--- src/rtl/cordic_pkg.sv ---
// Shared constants for the CORDIC vectoring core: FSM encoding, guard bits and angle/gain constants.
package cordic_pkg;

  localparam logic [1:0] ST_IDLE   = 2'd0;
  localparam logic [1:0] ST_ROTATE = 2'd1;
  localparam logic [1:0] ST_SCALE  = 2'd2;
  localparam logic [1:0] ST_DONE   = 2'd3;

  localparam int GUARD_BITS = 2;

  // Binary angle for 180 degrees (2^16 LSB per turn).
  localparam logic [15:0] ANGLE_PI = 16'h8000;

  // 1/K in Q15, used by the optional gain compensation step.
  localparam int K_INV_Q15 = 19898;

endpackage

--- src/rtl/cordic_atan_rom.sv ---
// Arctangent ROM: atan(2^-addr) as a 16-bit binary angle (2^16 LSB per turn), rounded to nearest.
module cordic_atan_rom (
  input  logic [3:0]  addr,
  output logic [15:0] data
);

  always_comb begin
    data = 16'd0;
    case (addr)
      4'd0:  data = 16'd8192;
      4'd1:  data = 16'd4836;
      4'd2:  data = 16'd2555;
      4'd3:  data = 16'd1297;
      4'd4:  data = 16'd651;
      4'd5:  data = 16'd326;
      4'd6:  data = 16'd163;
      4'd7:  data = 16'd81;
      4'd8:  data = 16'd41;
      4'd9:  data = 16'd20;
      4'd10: data = 16'd10;
      4'd11: data = 16'd5;
      4'd12: data = 16'd3;
      4'd13: data = 16'd1;
      4'd14: data = 16'd1;
      default: data = 16'd0;
    endcase
  end

endmodule

--- src/rtl/cordic_vectoring_core.sv ---
// Iterative CORDIC vectoring engine: magnitude and atan2 angle of (x_in, y_in).
// Optional gain compensation state enabled by defining CORDIC_GAIN_COMP_EN.
module cordic_vectoring_core
  import cordic_pkg::*;
#(
  parameter int WORD_LENGTH    = 16,
  parameter int ADDRESS_LENGTH = 4,
  parameter int ITERATIONS     = 16
) (
  input  logic                     clk,
  input  logic                     rst_n,
  input  logic                     start,
  input  logic [WORD_LENGTH-1:0]   x_in,
  input  logic [WORD_LENGTH-1:0]   y_in,
  output logic                     busy,
  output logic                     done,
  output logic [WORD_LENGTH+1:0]   mag_out,
  output logic [WORD_LENGTH-1:0]   angle_out
);

  localparam int XW = WORD_LENGTH + GUARD_BITS;
  localparam logic [ADDRESS_LENGTH-1:0] LAST_ITER = ADDRESS_LENGTH'(ITERATIONS - 1);

  logic [1:0]                state_q, state_d;
  logic signed [XW-1:0]      x_q, x_d, y_q, y_d;
  logic signed [XW-1:0]      x_ext, y_ext, x_sh, y_sh;
  logic [WORD_LENGTH-1:0]    z_q, z_d;
  logic [ADDRESS_LENGTH-1:0] iter_q, iter_d;
  logic                      zero_q, zero_d;
  logic                      done_q, done_d;
  logic [XW-1:0]             mag_q, mag_d;
  logic [WORD_LENGTH-1:0]    angle_q, angle_d;
  logic [15:0]               atan_w;
  logic [WORD_LENGTH-1:0]    atan_a;

  cordic_atan_rom u_rom (
    .addr (iter_q),
    .data (atan_w)
  );

  assign atan_a = WORD_LENGTH'(atan_w);
  assign x_ext  = {{GUARD_BITS{x_in[WORD_LENGTH-1]}}, x_in};
  assign y_ext  = {{GUARD_BITS{y_in[WORD_LENGTH-1]}}, y_in};
  assign x_sh   = x_q >>> iter_q;
  assign y_sh   = y_q >>> iter_q;

`ifdef CORDIC_GAIN_COMP_EN
  localparam logic signed [16:0] K_S = 17'(K_INV_Q15);
  logic signed [XW+16:0] prod;
  assign prod = x_q * K_S;
`endif

  always_comb begin
    state_d = state_q;
    x_d     = x_q;
    y_d     = y_q;
    z_d     = z_q;
    iter_d  = iter_q;
    zero_d  = zero_q;
    done_d  = 1'b0;
    mag_d   = mag_q;
    angle_d = angle_q;
    case (state_q)
      ST_IDLE: begin
        if (start) begin
          // Pre-rotate left-half-plane inputs by 180 degrees so the iterations converge.
          if (x_in[WORD_LENGTH-1]) begin
            x_d = -x_ext;
            y_d = -y_ext;
            z_d = WORD_LENGTH'(ANGLE_PI);
          end else begin
            x_d = x_ext;
            y_d = y_ext;
            z_d = '0;
          end
          iter_d  = '0;
          zero_d  = (x_in == '0) && (y_in == '0);
          state_d = ST_ROTATE;
        end
      end
      ST_ROTATE: begin
        if (!y_q[XW-1]) begin
          x_d = x_q + y_sh;
          y_d = y_q - x_sh;
          z_d = z_q + atan_a;
        end else begin
          x_d = x_q - y_sh;
          y_d = y_q + x_sh;
          z_d = z_q - atan_a;
        end
        iter_d = iter_q + 1'b1;
        if (iter_q == LAST_ITER) begin
          iter_d = '0;
`ifdef CORDIC_GAIN_COMP_EN
          state_d = ST_SCALE;
`else
          state_d = ST_DONE;
`endif
        end
      end
`ifdef CORDIC_GAIN_COMP_EN
      ST_SCALE: begin
        x_d     = prod[XW+14:15];
        state_d = ST_DONE;
      end
`endif
      ST_DONE: begin
        // A zero vector never converges in y, so its angle is forced to 0.
        mag_d   = x_q;
        angle_d = zero_q ? '0 : z_q;
        done_d  = 1'b1;
        state_d = ST_IDLE;
      end
      default: state_d = ST_IDLE;
    endcase
  end

  always_ff @(posedge clk or negedge rst_n) begin
    if (!rst_n) begin
      state_q <= ST_IDLE;
      x_q     <= '0;
      y_q     <= '0;
      z_q     <= '0;
      iter_q  <= '0;
      zero_q  <= 1'b0;
      done_q  <= 1'b0;
      mag_q   <= '0;
      angle_q <= '0;
    end else begin
      state_q <= state_d;
      x_q     <= x_d;
      y_q     <= y_d;
      z_q     <= z_d;
      iter_q  <= iter_d;
      zero_q  <= zero_d;
      done_q  <= done_d;
      mag_q   <= mag_d;
      angle_q <= angle_d;
    end
  end

  assign busy      = (state_q != ST_IDLE);
  assign done      = done_q;
  assign mag_out   = mag_q;
  assign angle_out = angle_q;

endmodule
--- config.mk ---
export PLATFORM = sky130hd
export DESIGN_NAME = cordic_vectoring_core
export DESIGN_NICKNAME = d
export VERILOG_FILES = /design/src/rtl/cordic_pkg.sv /design/src/rtl/cordic_atan_rom.sv /design/src/rtl/cordic_vectoring_core.sv
export SDC_FILE = /design/constraint.sdc
export NUM_CORES = 1
export LEC_CHECK = 0
export ABC_AREA = 1
export CAP_MARGIN = 20
export CORE_MARGIN = 1
export CORE_UTILIZATION = 25
export DETAILED_ROUTE_END_ITERATION = 10
export PLACE_DENSITY = 0.52
export SETUP_SLACK_MARGIN = 0.3
export SLEW_MARGIN = 30
export SYNTH_ARGS = -nofsm -noshare
export SYNTH_HDL_FRONTEND = slang
export SYNTH_SLANG_ARGS = --single-unit
--- constraint.sdc ---
create_clock -name clk -period 4.35 [get_ports clk]
set_clock_uncertainty 0.1 [all_clocks]
set_input_delay 0.6525 -clock clk [delete_from_list [all_inputs] [get_ports clk]]
set_output_delay 0.6525 -clock clk [all_outputs]
set_load 0.02 [all_outputs]
======== Word level (Yosys, flattened, before mapping) ========
Memories as Yosys holds them, arrays and structs flattened.
Index checks and enable logic that the tools add are counted.
storage, ports and cells
  bits of input ports ..................... 35
  output and inout port bits .............. 36
  flip-flop bits (word level) ............. 94
  word-level logic and storage cells ...... 55
  memories kept ........................... 1
  ROM bits ................................ 224
cells by class
  multiplexer cells ....................... 20
  eq/ne operators ......................... 5
  shift-type cells ........................ 2
  add/sub/neg operators ................... 9
  reductions and logical operators ........ 9
memory list
  name             words  bits a word  rd ports  clocked after Yosys merged registers in  write ports  line                  source
  (no name shown)  16     14           1         0                                        0            cordic_atan_rom.sv:9  case (addr)
operators with widths
  operator                                                          count
  18-bit two-way mux                                                6
  18-bit case mux with 2 select lines                               2
  16-bit two-way mux                                                4
  18-bit adder                                                      2
  16-bit negation with 18-bit output                                2
  18-bit by 4-bit >>> shifter with 18-bit output                    2
  18-bit subtractor                                                 2
  16-bit logical NOT                                                2
  16-bit case mux with 2 select lines                               1
  16-bit adder                                                      1
  16-bit subtractor                                                 1
  4-bit two-way mux                                                 2
  4-bit case mux with 2 select lines                                1
  2-bit AND reduction                                               3
  4-bit by 1-bit adder with 4-bit output (second input constant)    1
  4-bit == test (second input constant)                             1
  2-bit two-way mux                                                 2
  2-bit inequality test (second input constant)                     2
  2-bit case mux with 2 select lines                                1
  2-bit nonzero test                                                2
  2-bit by 1-bit == test with 1-bit output (second input constant)  1
  2-bit == test (second input constant)                             1
  2-bit logical NOT                                                 1
  1-bit logical AND                                                 1
  1-bit two-way mux                                                 1

======== Logic depth before layout (Yosys ltp) ========
  word-level depth ........................ 4
  mapped depth ............................ 29

======== By module ========
From an unflattened synthesis, not the netlist that was laid out.
unflattened totals
  cell total of the unflattened synthesis .. 1567
  area, all modules ....................... 9927.0 µm²
by module, submodules not included
  module                 times used  cells an instance  area each (µm²)
  cordic_vectoring_core  1           1503               9571.7
  cordic_atan_rom        1           64                 355.3

======== Worst setup path before layout ========
OpenSTA, ideal clock, no wires.
  path kind ............................... flip-flop to flip-flop
  start point ............................. reg iter_q[1]
  end point ............................... reg z_q[15]
  period minus slack after synthesis ...... 3.783 ns
  data required time ...................... 4.173 ns
  arrival time ............................ 3.605 ns
  stages on the path, launching flop included .. 26
  path slack .............................. 0.567 ns
  library setup time ...................... 0.077 ns
  buffers on the path ..................... 2
  path through ............................ dfrtp_1 buf_6 inv_4 buf_4 ha_1 inv_1 nand2_1 nand2_1 a22oi_4 ha_1 inv_1 nor3_1 nand2_1 o21ai_1 xor2_1 inv_1 ha_1 a21oi_1 inv_1 o21ai_0 o2111ai_1 a31oi_1 inv_1 nand3_1 nand3_1 a21oi_1
between the ends
  cells in the longest elaborated chain, start to end .. 4
  elaborated cells between the ends (all ways) .. 5
ends and longest elaborated chain
  item                                               line                                                      source
  start: declaration                                 cordic_vectoring_core.sv:28                               logic [ADDRESS_LENGTH-1:0] iter_q, iter_d;
  start signal: assignment                           cordic_vectoring_core.sv:134                              iter_q <= iter_d;
  memory read 16 x 14 bit *                          -
  16-bit adder or 16-bit subtractor (tied branches)  cordic_vectoring_core.sv:85, cordic_vectoring_core.sv:89
  16-bit two-way mux *                               cordic_vectoring_core.sv:82                               if (!y_q[XW-1]) begin
  16-bit case mux with 2 select lines *              cordic_vectoring_core.sv:63                               case (state_q)
  end signal: assignment                             cordic_vectoring_core.sv:133                              z_q <= z_d;
  end: declaration                                   cordic_vectoring_core.sv:27                               logic [WORD_LENGTH-1:0] z_q, z_d;
Mark *: on every way between the ends. The rest lies on a longest branch, timed or not.
A chain may end at the register's enable or synchronous reset.

======== Worst setup path in the final report ========
  start point ............................. reg iter_q[0]
  end point ............................... reg z_q[15]
Same word-level chain as after synthesis.

==> summary.md <==
| Metric | Value |
|---|---|
| Status | `finished clean` |
| Worst r2r path cells | `23` |
| Final worst path period share | `89.3%` |
| Metal1 wirelength | `17,200 um` |
| CTS tree | `yes` |
| Vias in the first global route | `9,712` |
| Final worst setup slack | `0.467 ns` |
| Clk_lat worst skew | `0.37 ns` |
| Avg Synthesized Cell Area | `6.32 um^2` |
| N_diodes | `0` |
| Worst Hold Class | `input port to async pin` |
| Crit path cell chain | `inv_8 -> buf_4 -> ha_1 -> inv_1 -> nand2_1 -> nand2_2 -> a22oi_4 -> ha_2 -> inv_2 -> nor3_4 -> nand2_2 -> o21ai_2 -> xnor2_1 -> ha_1 -> a21oi_2 -> nor2_1 -> o21ai_0 -> o2111ai_1 -> a31oi_1 -> inv_1 -> nand3_1 -> nand3_1 -> a21oi_1` |
| Starting Density | `25.6%` |
| P&R area growth vs syn | `25.0%` |
| TritonCTS Buffers | `9` |
| Yosys cell types | `53` |
| First-pass GRT wire length | `53,200 um` |
| Final GP Congestion | `0.916` |
| DRT iter0 DRCs | `996` |
| Arr. time, crit path | `~4.1 ns` |
| CP Class | `flop to flop` |
| Initial antenna violation count | `0` |
| Place WS | `0.154 ns` |
| Crit Path Max Fanout | `9` |
| Hold_ws | `0.112 ns` |
| Root buf cell | `clkbuf_16` |
| Drt first pass iters | `5` |
| Asr flop ratio synth | `between 90% and 100%` |
| Hold-fix buffers, CTS | `0` |
| WL/cell | `16.4 um` |
| Die ar. | `39,500 um^2` |
| Routed vias | `roughly 11,000` |
| Mapped Nets | `around 1,600` |
| DR vias/cell | `5.00` |
| DRC errors left | `0` |
| Buf/Inv on CP | `5` |
| Crit-path slowest cell | `dfrtp_2` |
| Total grt overflow | `0` |
| Port Buffers | `70` |
| CP required | `4.53 ns` |
| H-tree depth | `3` |
| Met2 routed WL | `about 15,000 um` |
| Clock slew at reported path FFs | `approximately 0.070 ns` |
| Post-synth EDFFs | `0` |
| Setup TNS | `0 ns` |
| Fin. max-slew vios | `0` |
| Max-cap violations | `0` |
| Core Box Area | `~38,000 um^2` |
| Worst setup SP type | `flop` |
| Filler Cell Count | `4,188` |
| Ports | `71` |
| Worst setup EP type | `flop` |
| Synthesized area | `9670 um^2` |
| Layout Nets | `1,712` |
| Relative slew slack | `48.0%` |
| Post-Route WL | `around 35,000 um` |
| Number of setup violations in the final report | `0` |
| Sequential area share after synthesis | `24.3%` |
| Finished Core Util | `32.0%` |
| Met3 Routed Length | `2550 um` |
| Fmax | `258 MHz` |
| Top Metal Used | `met4` |
| Crit path depth | `23` |
| Post-Synthesis Cells | `1,529` |
| Worst-Margin Slew | `0.772 ns` |
| Commonest non-fill, non-tap cell in the layout | `nand2_1` |
| Row count | `71` |
| Chip height | `199 um` |
| Crit-path leading delay family | `compound AO/OA/AOI/OAI gates` |
| Die X | `199 um` |
| Detailed Place HPWL | `26,300 um` |
| Max incr delay on CP | `around 0.49 ns` |
| Count of final hold-check violations | `0` |
| Largest net degree at the start of global routing | `60` |
| Fin crit period | `just under 4 ns` |
| Layout cell share with drive strength beyond 1 | `roughly 12%` |
| Post-route ant nets | `0` |
| RSZ-0062 raised after global routing | `yes` |
| Ys Warns | `0` |
| CTS Buffer Depth | `2` |
| Post-synth top flop | `dfrtp_1` |
| Most frequent cells in the layout | `nand2_1, nand3_1, inv_1` |
| Num Clock Sinks | `94` |
| Gr usage total | `17.4%` |
| Synthesized flop and latch total | `94` |
what timing repair did:
action / in CTS / in global routing
resized for setup: 8 / 112
endpoints found under the setup margin: 7 / 26
buffers inserted: 0 / 34
cloned: 0 / 4
pin swaps: 0 / 46
synth_stat cells (7+ instances only):
| library cell | number | area share (%) |
|---|---|---|
| a21oi_1 | 103 | 5.3 |
| a31oi_1 | 29 | 1.9 |
| buf_2 | 9 | 0.47 |
| buf_4 | 10 | 0.78 |
| clkbuf_1 | 34 | 1.3 |
| dfrtp_1 | 94 | 24 |
| ha_1 | 60 | 7.8 |
| inv_1 | 136 | 5.3 |
| nand2_1 | 449 | 17 |
| nand3_1 | 170 | 8.8 |
| nand4_1 | 11 | 0.71 |
| nor2_1 | 104 | 4.0 |
| nor2_2 | 8 | 0.52 |
| nor3_1 | 18 | 0.93 |
| o211ai_1 | 10 | 0.78 |
| o21ai_0 | 115 | 6.0 |
| o21ai_1 | 13 | 0.67 |
| o22ai_1 | 9 | 0.58 |
| o31ai_1 | 16 | 1.2 |
| or2_2 | 7 | 0.45 |
| xnor2_1 | 14 | 1.3 |
| xor2_1 | 37 | 3.4 |
stage by stage:
| step | std cells | area (um^2) |
|---|---|---|
| floorplan | 1529 | 9670 |
| global placement | 2076 | 11000 |
| detailed placement | 2076 | 11000 |
| CTS | 2092 | 11300 |
| global route | 2130 | 12100 |
| finish | 2130 | 12100 |
worst reg2reg max path: cells and delay by family (launching register included):
family	cells	cell delay [ns]
flip-flops	1	0.49
XOR/XNOR	1	0.18
AO/OA/AOI/OAI	7	1.17
buffers and inverters	5	0.42
adder cells (fa/ha/maj)	3	0.79
AND/OR/NAND/NOR	7	0.66
kinds of logic (layout without fill, tap and decap cells):
family / Yosys count / after routing / synth area share [%]
and+or+nand+nor: 789 / 789 / 34.7
adders and majority gates: 63 / 63 / 8.38
AOI/OAI and AO/OA: 322 / 322 / 18.8
DFF: 94 / 94 / 24.3
buffers and inverters: 210 / 300 / 9.15
xor gates and xnor gates: 51 / 51 / 4.62
final cells by class:
cell class,count,area [um^2],area share [%]
repair inverters,1,5.00,0.0414
multi-input cells,1225,6900,57.1
clock buffers,11,243,2.01
inverters,145,557,4.60
flip-flops and latches,94,2360,19.5
repair buffers,138,1330,11.0
well taps,511,639,5.29
clock inverters,5,65.1,0.538
final timing paths:
check                                             from                  endpoint  slack [ns]
worst max-delay path             iter_q[0]$_DFFE_PN0P_       z_q[15]$_DFFE_PN0P_        0.47
min in group clk                mag_out[8]$_DFFE_PN0P_    mag_out[8]$_DFFE_PN0P_        0.38
worst min register to register  mag_out[8]$_DFFE_PN0P_    mag_out[8]$_DFFE_PN0P_        0.38
max in group asynchronous                        rst_n    mag_out[8]$_DFFE_PN0P_        3.21
worst min-delay path                             rst_n  angle_out[4]$_DFFE_PN0P_        0.11
worst max register to register   iter_q[0]$_DFFE_PN0P_       z_q[15]$_DFFE_PN0P_        0.47
state kept, by name (all words and copies together), names as in the netlist:
name,flops
state_q,2
angle_out,16
mag_out,18
zero_q,1
iter_q,4
x_q,18
y_q,18
z_q,16
done,1
routing by layer:
metal  global-route usage [%]  vias up
li1                         -     5319
met1                     26.7     4931
met2                     25.0      369
met3                     2.32       34
met4                     4.30        0
met5                        0        -
Power is left out: the tool's default activity adds up to more than one toggle a clock period on the data nets, which glitch-free logic cannot reach.
